File: src/rtl/sram_ctrl.sv
// rtl/sram_ctrl.sv - burst read/write controller for a synchronous single-port SRAM
module sram_ctrl #(
  parameter int DEPTH = 12
) (
  input  logic       clk,
  input  logic       rst,
  input  logic       Start,
  input  logic       WE_req,
  input  logic [7:0] Dir_ini,
  input  logic [3:0] Cnt,
  input  logic [7:0] Dato_w,
  input  logic       Dato_w_valid,
  output logic       Dato_w_rdy,
  output logic [7:0] Dato_r,
  output logic       Dato_r_valid,
  output logic       Busy,
  output logic       Done,
  output logic       Err,
  output logic       En,
  output logic       WE,
  output logic [7:0] Dir,
  output logic [7:0] Dato_e,
  input  logic [7:0] Dato_s
);

  typedef enum logic [1:0] {IDLE, RD, WR, FIN} state_t;

  state_t     state, state_nx;
  logic [7:0] addr, addr_nx;
  logic [3:0] rem, rem_nx;
  logic [7:0] dir_hold, dato_e_hold;
  logic       err_nx, en_c, we_c, rdy_c;
  logic [8:0] end_addr;
  logic       bad_req, active;

  // Nine-bit sum so a burst running past address 255 is still caught.
  assign end_addr = {1'b0, Dir_ini} + {5'b0, Cnt};
  assign bad_req  = (Cnt == 4'd0) || (end_addr > 9'(DEPTH));
  assign active   = (state == RD) || (state == WR);

  always_comb begin
    state_nx = state;
    addr_nx  = addr;
    rem_nx   = rem;
    err_nx   = 1'b0;
    en_c     = 1'b0;
    we_c     = 1'b0;
    rdy_c    = 1'b0;
    case (state)
      IDLE: begin
        if (Start) begin
          if (bad_req) begin
            err_nx = 1'b1;
          end else begin
            addr_nx  = Dir_ini;
            rem_nx   = Cnt;
            state_nx = WE_req ? WR : RD;
          end
        end
      end
      RD: begin
        en_c    = 1'b1;
        addr_nx = addr + 8'd1;
        rem_nx  = rem - 4'd1;
        if (rem == 4'd1) state_nx = FIN;
      end
      WR: begin
        rdy_c = 1'b1;
        en_c  = Dato_w_valid;
        we_c  = Dato_w_valid;
        if (Dato_w_valid) begin
          addr_nx = addr + 8'd1;
          rem_nx  = rem - 4'd1;
          if (rem == 4'd1) state_nx = FIN;
        end
      end
      FIN: state_nx = IDLE;
      default: state_nx = IDLE;
    endcase
  end

  // Strobes are gated by reset so an abort never lets a stray write through.
  assign En         = en_c & ~rst;
  assign WE         = we_c & ~rst;
  assign Dato_w_rdy = rdy_c & ~rst;
  assign Dir        = active ? addr : dir_hold;
  assign Dato_e     = (state == WR) ? Dato_w : dato_e_hold;
  assign Dato_r     = Dato_s;
  assign Busy       = (state != IDLE);
  assign Done       = (state == FIN);

  always_ff @(posedge clk) begin
    if (rst) begin
      state        <= IDLE;
      addr         <= 8'd0;
      rem          <= 4'd0;
      Dato_r_valid <= 1'b0;
      Err          <= 1'b0;
      dir_hold     <= 8'd0;
      dato_e_hold  <= 8'd0;
    end else begin
      state        <= state_nx;
      addr         <= addr_nx;
      rem          <= rem_nx;
      Err          <= err_nx;
      Dato_r_valid <= En & ~WE;
      if (active) dir_hold <= addr;
      if (state == WR) dato_e_hold <= Dato_w;
    end
  end

endmodule
File: config.mk
export PLATFORM = sky130hd
export DESIGN_NAME = sram_ctrl
export DESIGN_NICKNAME = d
export VERILOG_FILES = /design/src/rtl/sram_ctrl.sv
export SDC_FILE = /design/constraint.sdc
export NUM_CORES = 1
export LEC_CHECK = 0
export ABC_AREA = 1
export CAP_MARGIN = 20
export CORE_UTILIZATION = 36
export DETAILED_ROUTE_END_ITERATION = 10
export PLACE_DENSITY_LB_ADDON = 0.12
export SETUP_SLACK_MARGIN = 0.2
export SYNTH_ARGS = -nofsm -noshare
export SYNTH_HDL_FRONTEND = slang
export SYNTH_SLANG_ARGS = --single-unit
File: constraint.sdc
create_clock -name clk -period 2.2 [get_ports clk]
set_input_delay 0.44 -clock clk [delete_from_list [all_inputs] [get_ports clk]]
set_output_delay 0.44 -clock clk [all_outputs]
set_load 0.005 [all_outputs]
-- Word level (Yosys, flattened, before mapping)
Cells that the tools add are included.
- register bits after elaboration: 32
- bits of input ports: 33
- output and inout bits: 31
- logic and storage cells: 55
- add/subtract/negate cells: 3
- $lt $le $gt $ge: 1
- eq/ne operators: 7
- muxes and demuxes: 20
- bitwise gates (word level): 8
- reductions and logical operators: 9
- operators by type and width (cell ; number):
    $mux W8 ; 5
    $pmux W8 S3 ; 1
    $mux W4 ; 3
    $pmux W4 S3 ; 1
    $mux W2 ; 5
    $add A8 B4 Y9 ; 1
    $gt A9 B4 Y1 const B ; 1
    $add A8 B1 Y8 const B ; 1
    $pmux W2 S4 ; 1
    $ne A2 B2 Y1 const B ; 3
    $and A1 B1 Y1 ; 4
    $eq A2 B2 Y1 const B ; 2
    $eq A4 B1 Y1 const B ; 1
    $logic_not A4 Y1 ; 1
    $not A1 Y1 ; 4
    $reduce_and A4 Y1 ; 1
    $sub A4 B1 Y4 const B ; 1
    $mux W1 ; 3
    $reduce_and A3 Y1 ; 1
    $reduce_bool A3 Y1 ; 1
    $reduce_or A3 Y1 ; 1
    $eq A2 B1 Y1 const B ; 1
    $logic_not A2 Y1 ; 1
    $logic_or A1 B1 Y1 ; 2
    2 further kinds ; 2

-- Logic depth before layout (Yosys ltp)
Gate-level depths: netlist (run 1).
- word-level depth: 6
- gate-level depth with buffers: 15

-- Worst setup path before layout (run 1)
No wires, ideal clock.
- path type: input to register
- start point: in Dir_ini[0]
- end point: reg rem[3]
- library setup time: 0.113 ns
- arrival: 1.842 ns
- slack: 0.245 ns
- cell stages on the path: 13
- buffers on the path: 1
- cells stage by stage: ha_1 > fa_1 > nand2_2 > nor2_1 > nor2_1 > nor2_1 > nor2_2 > nand2_2 > nand2_4 > nand2_4 > buf_6 > nor2_1 > nor2_1
- word-level cells in the longest chain between the ends: 5
- ends and longest elaborated chain (item ; line ; text):
    start, declared ; 9 ; input logic [7:0] Dir_ini,
    $add A8 B4 Y9 ; 37 ; assign end_addr = {1'b0, Dir_ini} + {5'b0, Cnt};
    $gt A9 B4 Y1 ; 38 ; assign bad_req = (Cnt == 4'd0) || (end_addr > 9'(DEPTH));
    $logic_or A1 B1 Y1 ; 38 ;
    $ne A2 B2 Y1 (no line) ; n/a ;
    $reduce_and A4 Y1 (no line) ; n/a ;
    end signal, assigned ; 104 ; rem <= rem_nx;
    end, declared ; 30 ; logic [3:0] rem, rem_nx;
No other way between the ends.
A chain may end at the register's enable or synchronous reset.

-- Worst setup path in the final report (run 1)
- start point: reg state[1]
- end point: out Dir[7]
- word-level cells in the longest chain between the ends: 3
- elaborated cells between the ends (all ways): 4
- those cells by class: eq/ne: 2; mux: 1; reduce/logical: 1
- ends and longest elaborated chain (item ; line ; text):
    start, declared ; 28 ; state_t state, state_nx;
    start signal, assigned ; 102 ; state <= state_nx;
    $eq A2 B1 Y1 / $eq A2 B2 Y1 (equally long branches) ; 39 ; assign active = (state == RD) || (state == WR);
    $logic_or A1 B1 Y1 * ; 39 ;
    $mux W8 * ; n/a ;
    end, declared ; 21 ; output logic [7:0] Dir,
Mark *: on every way between the ends. The rest lies on a longest branch, timed or not.

==> impl_metrics.csv, run 1 <==
group,metric,value,unit
status,outcome,"finished, final reports clean",
sta,slew_viol_final,0,
cells_and_area,syn2layout_area_growth,63.3,%
setup_path,required,1.76,ns
die,core_area,5140,sq um
logic_synthesis,yosysSeqAreaShare,33.0,%
setup_path,worst-setup-path-type,"flip-flop to primary output",
setup_path,critical_path.slowest_cell,"dfxtp_2",
grt,grtUsageTotal,20.2,%
logic_synthesis,netlist_top_cells_area,"dfxtp_1 33%, nand2_1 18%, nor2_1 9.1%",
routing,vias_per_cell,4.79,
sta,whs,0.464,ns
die,die_w,75.4,um
grt,grt_pass1_wl,8.69,mm
sta,tightest_slew,0.486,ns
clock_network,cts_hold_buf,0,
setup_path,cp_top_family,"buffers and inverters",
cells_and_area,layout-drive-gt1-share,32.9,%
routing,via_count,2211,
sta,finalClockSkew,0.00878,ns
grt,grt_pass1_vias,1977,
die,num_io_pins,64,
logic_synthesis,syn_avg_cell_area,6.60,sq um
clock_network,clk_path_buf_depth,2,
routing,detail_route.wl_per_cell,12.5,um
clock_network,root_buffer,"clkbuf_8",
placed_design,place_congestion,0.808,
clock_network,htreeDepth,2,
setup_path,path_cells,"inv_2 -> ha_4 -> clkinvlp_4 -> buf_6 -> buf_6 -> buf_6 -> nand2_4 -> nand2_2 -> buf_6",
logic_synthesis,syn_nets,341,
job,max_cap_violations,0,
routing,first_pass_iters,4,
logic_synthesis,syn_inst,294,
logic_synthesis,synth_top_cell_area_share,33.0,%
routing,first_iter_violations,83,
logic_synthesis,synth_most_common_cell,"nand2_1",
placed_design,dp_hpwl,3.58,mm
logic_synthesis,ys.flop_type,"dfxtp_1",
cells_and_area,final_cell_count_no_fill,462,
clock_network,cts_made_buffers,5,
worst_hold_path,min_path_type,"flip-flop to flip-flop",
die,die_y,75.4,um
sta,max_freq,471,MHz
die,initial_core_util,37.8,%
sta,hold_viol,0,
logic_synthesis,synth.distinct_cells,28,
die,rows,26,
sta,period_needed,2.12,ns
sta,rsz0062_at_grt,"true",
power_and_ir_drop,p_per_area,741,nW/um^2
setup_path,crit_top_cell,"buf_6",
cells_and_area,num_antenna_cells,0,
sta,relSlewSlack,67.5,%
setup_path,slowest_delay,0.34,ns
clock_network,tritoncts,"done",
grt,antenna_found_initial,0,
routing,wl,5.76,mm
clock_network,cts.sinks,32,
setup_path,critPathLaunchType,"flip-flop",
clock_network,clkLatencyLatePin,0.29,ns
setup_path,worst-path-max-fanout,4,
grt,grt_max_degree,20,
logic_synthesis,synth-seq-cells,32,
logic_synthesis,synth_commonest_cells,"92 x nand2_1, 47 x nor2_1, 32 x dfxtp_1",
logic_synthesis,yosys_warnings,0,
cells_and_area,nNetsFinal,438,
die,design.die.area,5690,sq um
logic_synthesis,synthArstFlopShare,0,%
sta,period_share,96.5,%
logic_synthesis,synth.cell_area,1940,sq um
routing,drc,0,
power_and_ir_drop,ir_worst_vdd,473,uV
grt,overflow,0,
setup_path,cp_data_arrival_time,1.68,ns
power_and_ir_drop,p_leak,1.58,nW
placed_design,port_buffers,47,
setup_path,crit_path_end_kind,"primary output",
setup_path,reg2reg_slack,0.21,ns
routing,antenna_left,0,
placed_design,placedCellCount,415,
sta,setup_violations,0,
logic_synthesis,synth.largest_area_cell,"dfxtp_1",
clock_network,clk_pin_slew,0.07,ns
setup_path,worst-path-buf-inv,6,
logic_synthesis,synth_edf_count,0,
sequential cells by signal, indices dropped and copies added (netlist names):
register / cells
dir_hold: 8
Dato_r_valid: 1
Err: 1
state: 2
dato_e_hold: 8
rem: 4
addr: 8
metrics by stage:
stage               utilization (%)  worst slack [ns]  TNS, ns  instance area, sq um  total power (W)
floorplan                         -             0.245        0                  1940          0.00117
global placement               49.7            -0.372    -4.62                  2550          0.00151
detailed placement             49.7            -0.412    -5.24                  2550          0.00151
CTS                            57.8            0.0395        0                  2970          0.00224
global route                   61.7           0.00742        0                  3170          0.00251
finish                         61.7            0.0769        0                  3170          0.00235
cell usage in the layout, fill, tap and decap left out, drive strengths merged, types with 4 or more instances in the layout:
master / instances
a21oi: 28
buf: 68
clkbuf: 15
clkdlybuf4s50: 20
dfxtp: 32
dlygate4sd2: 6
dlymetal6s2s: 4
ha: 13
inv: 18
nand2: 101
nand3: 10
nor2: 48
nor3: 4
o21ai: 7
tightest hold or removal path, stage by stage (launching register included):
cell	delay, ns
dfxtp_1	0.31
nand2_2	0.06
a21oi_1	0.05
timing repair:
action | CTS | global route
hold endpoints to repair | 0 | 0
endpoints found under the setup margin | 34 | 32
buffers inserted | 27 | 10
pin swaps | 9 | 16
gates resized for setup | 82 | 62
cloned | 2 | 0
where the power goes:
group | switching (W) | total (W) | internal (W)
combinational | 0.000510 | 0.00105 | 0.000543
sequential | 0.0000582 | 0.000732 | 0.000674
clock | 0.000227 | 0.000563 | 0.000336
total | 0.000795 | 0.00235 | 0.00155
metal layers:
metal	GRT usage, %	part of all wire (%)	vias up
met5	0	0	-
met4	8.02	1.4	0
met3	4.23	3.3	7
met2	34.3	52	31
met1	25.0	44	1044
li1	-	-	1129
cell families after synthesis:
logic type	synth area share, %
and+or+nand+nor	34.7
AOI/OAI and AO/OA	12.1
buffers and inverters	9.92
DFF	33.0
adders and majority gates	9.41
xor gates and xnor gates	0.902
area by class of cell:
class | instances | area (sq um)
Clock inverter | 2 | 35.0
Clock buffer | 6 | 72.6
Tap cell | 70 | 87.6
Timing Repair Buffer | 107 | 945
Sequential cell | 32 | 643
Inverter | 20 | 86.3
Fill cell | 489 | 1970
Multi-Input combinational cell | 225 | 1300
final timing paths:
kind	startpoint	cells after the start	endpoint
min reg2reg	dir_hold[1]	2	dir_hold[1]
max	state[1]	9	Dir[7]
min	dir_hold[1]	2	dir_hold[1]
max reg2reg	state[1]	13	addr[6]
Note: power is estimated with default switching activity, not from simulation.
==> inputs of run 2 (changes only) <==
- CORE_ASPECT_RATIO: unset -> 1.25
==> run 2 against run 1 <==
Effect of this change:
- non-clock buffer count is 26 lower
- total power is 5.3% lower
- wire length is 15% lower
- largest cell class unchanged
- hold slack better by 0.0020 ns
- core utilization is 4.8 points lower
- highest routed layer unchanged
- critical path depth is 1 lower
- largest power group unchanged
- sequential power is 1% lower
==> impl_metrics.csv, run 2 (synthesis results as in run 1) <==
group,metric,value,unit
power_and_ir_drop,p_sw_share,32.2,%
die,die_y,84.1,um
worst_hold_path,min_to,"dato_e_hold[4]",
clock_network,cts.sinks,32,
die,initial_core_util,38.0,%
cells_and_area,n_fill_cell,490,
power_and_ir_drop,p_comb_share,39.7,%
sta,setup_violations,0,
setup_path,worst-setup-path-type,"flip-flop to primary output",
routing,via_count,2031,
clock_network,root_buffer,"clkbuf_8",
setup_path,path_cells,"inv_2 -> buf_6 -> ha_4 -> buf_6 -> buf_4 -> nand2_1 -> nand2_1 -> dlygate4sd2_1",
sta,period_share,91.5,%
cells_and_area,final_area,2910,sq um
sta,relSlewSlack,65.8,%
routing,first_iter_violations,39,
clock_network,htreeDepth,2,
cells_and_area,layout-drive-gt1-share,22.7,%
sta,finalClockSkew,0.00783,ns
placed_design,dpl_cell_area,2540,sq um
clock_network,tritoncts,"done",
setup_path,cp_data_arrival_time,1.57,ns
sta,rsz0062_at_grt,"true",
clock_network,clk_pin_slew,0.07,ns
sta,tightest_slew,0.513,ns
sta,slew_viol_final,0,
grt,grt_pass1_wl,7.87,mm
placed_design,port_buffers,47,
power_and_ir_drop,pwr-share-seq,32.6,%
die,die_w,67.7,um
setup_path,worstReg2RegEnd,"addr[4]",
setup_path,startpoint,"state[0]",
power_and_ir_drop,p_leak,1.48,nW
job,max_cap_violations,0,
placed_design,dp_hpwl,3.53,mm
worst_hold_path,min_path_cells,2,
grt,antenna_found_initial,0,
die,design.die.area,5690,sq um
sta,period_needed,2.01,ns
cells_and_area,syn2layout_area_growth,49.8,%
sta,tns,0,ns
placed_design,place_congestion,0.791,
setup_path,critical_path.slowest_cell,"dfxtp_2",
grt,overflow,0,
power_and_ir_drop,ir_worst_vdd,346,uV
die,rows,29,
status,outcome,"finished, final reports clean",
routing,vias_per_cell,4.75,
power_and_ir_drop,power,0.00222,W
power_and_ir_drop,p_sw,0.000715,W
cells_and_area,nNetsFinal,412,
sta,hold_viol,0,
routing,detail_route.wl_per_cell,11.5,um
setup_path,worst-path-buf-inv,5,
setup_path,reg2regPathDepth,11,
cells_and_area,final_common_cell,"nand2_1",
cells_and_area,utilization,56.9,%
clock_network,clkLatencyLatePin,0.28,ns
cells_and_area,num_antenna_cells,0,
setup_path,crit_path_end_kind,"primary output",
cells_and_area,mostFrequentLayoutCells,"84 x nand2_1, 46 x nor2_1, 30 x dfxtp_1",
sta,max_freq,497,MHz
clock_network,clk_path_buf_depth,2,
setup_path,cp_top_family,"buffers and inverters",
grt,grt_max_degree,21,
clock_network,cts_made_buffers,5,
setup_path,reg2reg_slack,0.45,ns
routing,drc,0,
power_and_ir_drop,clock_power_share,27.7,%
grt,grt_pass1_vias,1792,
worst_hold_path,min_path_type,"flip-flop to flip-flop",
clock_network,cts_hold_buf,0,
setup_path,worst-path-max-fanout,5,
die,core_area,5120,sq um
die,num_io_pins,64,
routing,wl,4.90,mm
grt,grtUsageTotal,17.9,%
routing,antenna_left,0,
power_and_ir_drop,intPower,0.00151,W
setup_path,slowest_delay,0.33,ns
setup_path,required,1.76,ns
power_and_ir_drop,p_per_area,764,nW/um^2
routing,first_pass_iters,4,
cells_and_area,reg_top3,"addr (8), dato_e_hold (8), dir_hold (8)",
setup_path,critPathLaunchType,"flip-flop",
worst_hold_path,worstHoldStart,"dato_e_hold[4]",
setup_path,r2r-start,"state[1]",
==> run 2: tightest hold or removal path, cell delays in order (launching register included) <==
cell and delay (ns):
dfxtp_1 0.30, nand2_1 0.07, a21oi_1 0.06
==> run 2: power by group through the flow <==
stage	logic [W]	clock network [W]	registers, W
floorplan	0.000448	0	0.000725
global placement	0.000769	0	0.000734
detailed placement	0.000775	0	0.000734
CTS	0.000855	0.000629	0.000723
global route	0.000982	0.000657	0.000735
finish	0.000882	0.000616	0.000725
==> run 2: per-stage QoR <==
stage	hold slack, ns	std cells	setup WS (ns)
floorplan	0.444	294	0.245
global placement	0.455	407	-0.322
detailed placement	0.458	407	-0.377
CTS	0.468	426	0.00991
global route	0.481	428	0.119
finish	0.466	428	0.187
==> run 2: area by class of cell <==
cell class	count	area (sq um)	area share (%)
clock buffers	7	96.3	3.31
clock inverters	1	30.0	1.03
inverters	20	85.1	2.92
multi-input cells	225	1260	43.4
flip-flops and latches	32	643	22.1
well taps	62	77.6	2.67
repair buffers	81	716	24.6
==> run 2: worst max path at each step <==
stage	to	slack [ns]	depth (start not counted)
after floorplan	rem[3]	0.25	13
after global placement	rem[3]	-0.32	11
after detailed placement	rem[1]	-0.38	14
after CTS	Dir[2]	0.01	7
after global routing	Dato_e[7]	0.12	8
final	Dato_e[7]	0.19	8
==> run 2: timing repair <==
item	4_1_cts	5_1_grt
resized for setup	57	34
setup buffers	9	2
endpoints found under the setup margin	34	30
pin swaps	8	10
cloned	2	0
==> run 2: per-layer routing <==
layer	part of all wire, %	GRT usage, %	up-vias
met5	0	0	-
met4	1.7	6.58	0
met3	6.5	3.55	7
met2	49	30.6	54
met1	43	21.4	892
li1	-	-	1078
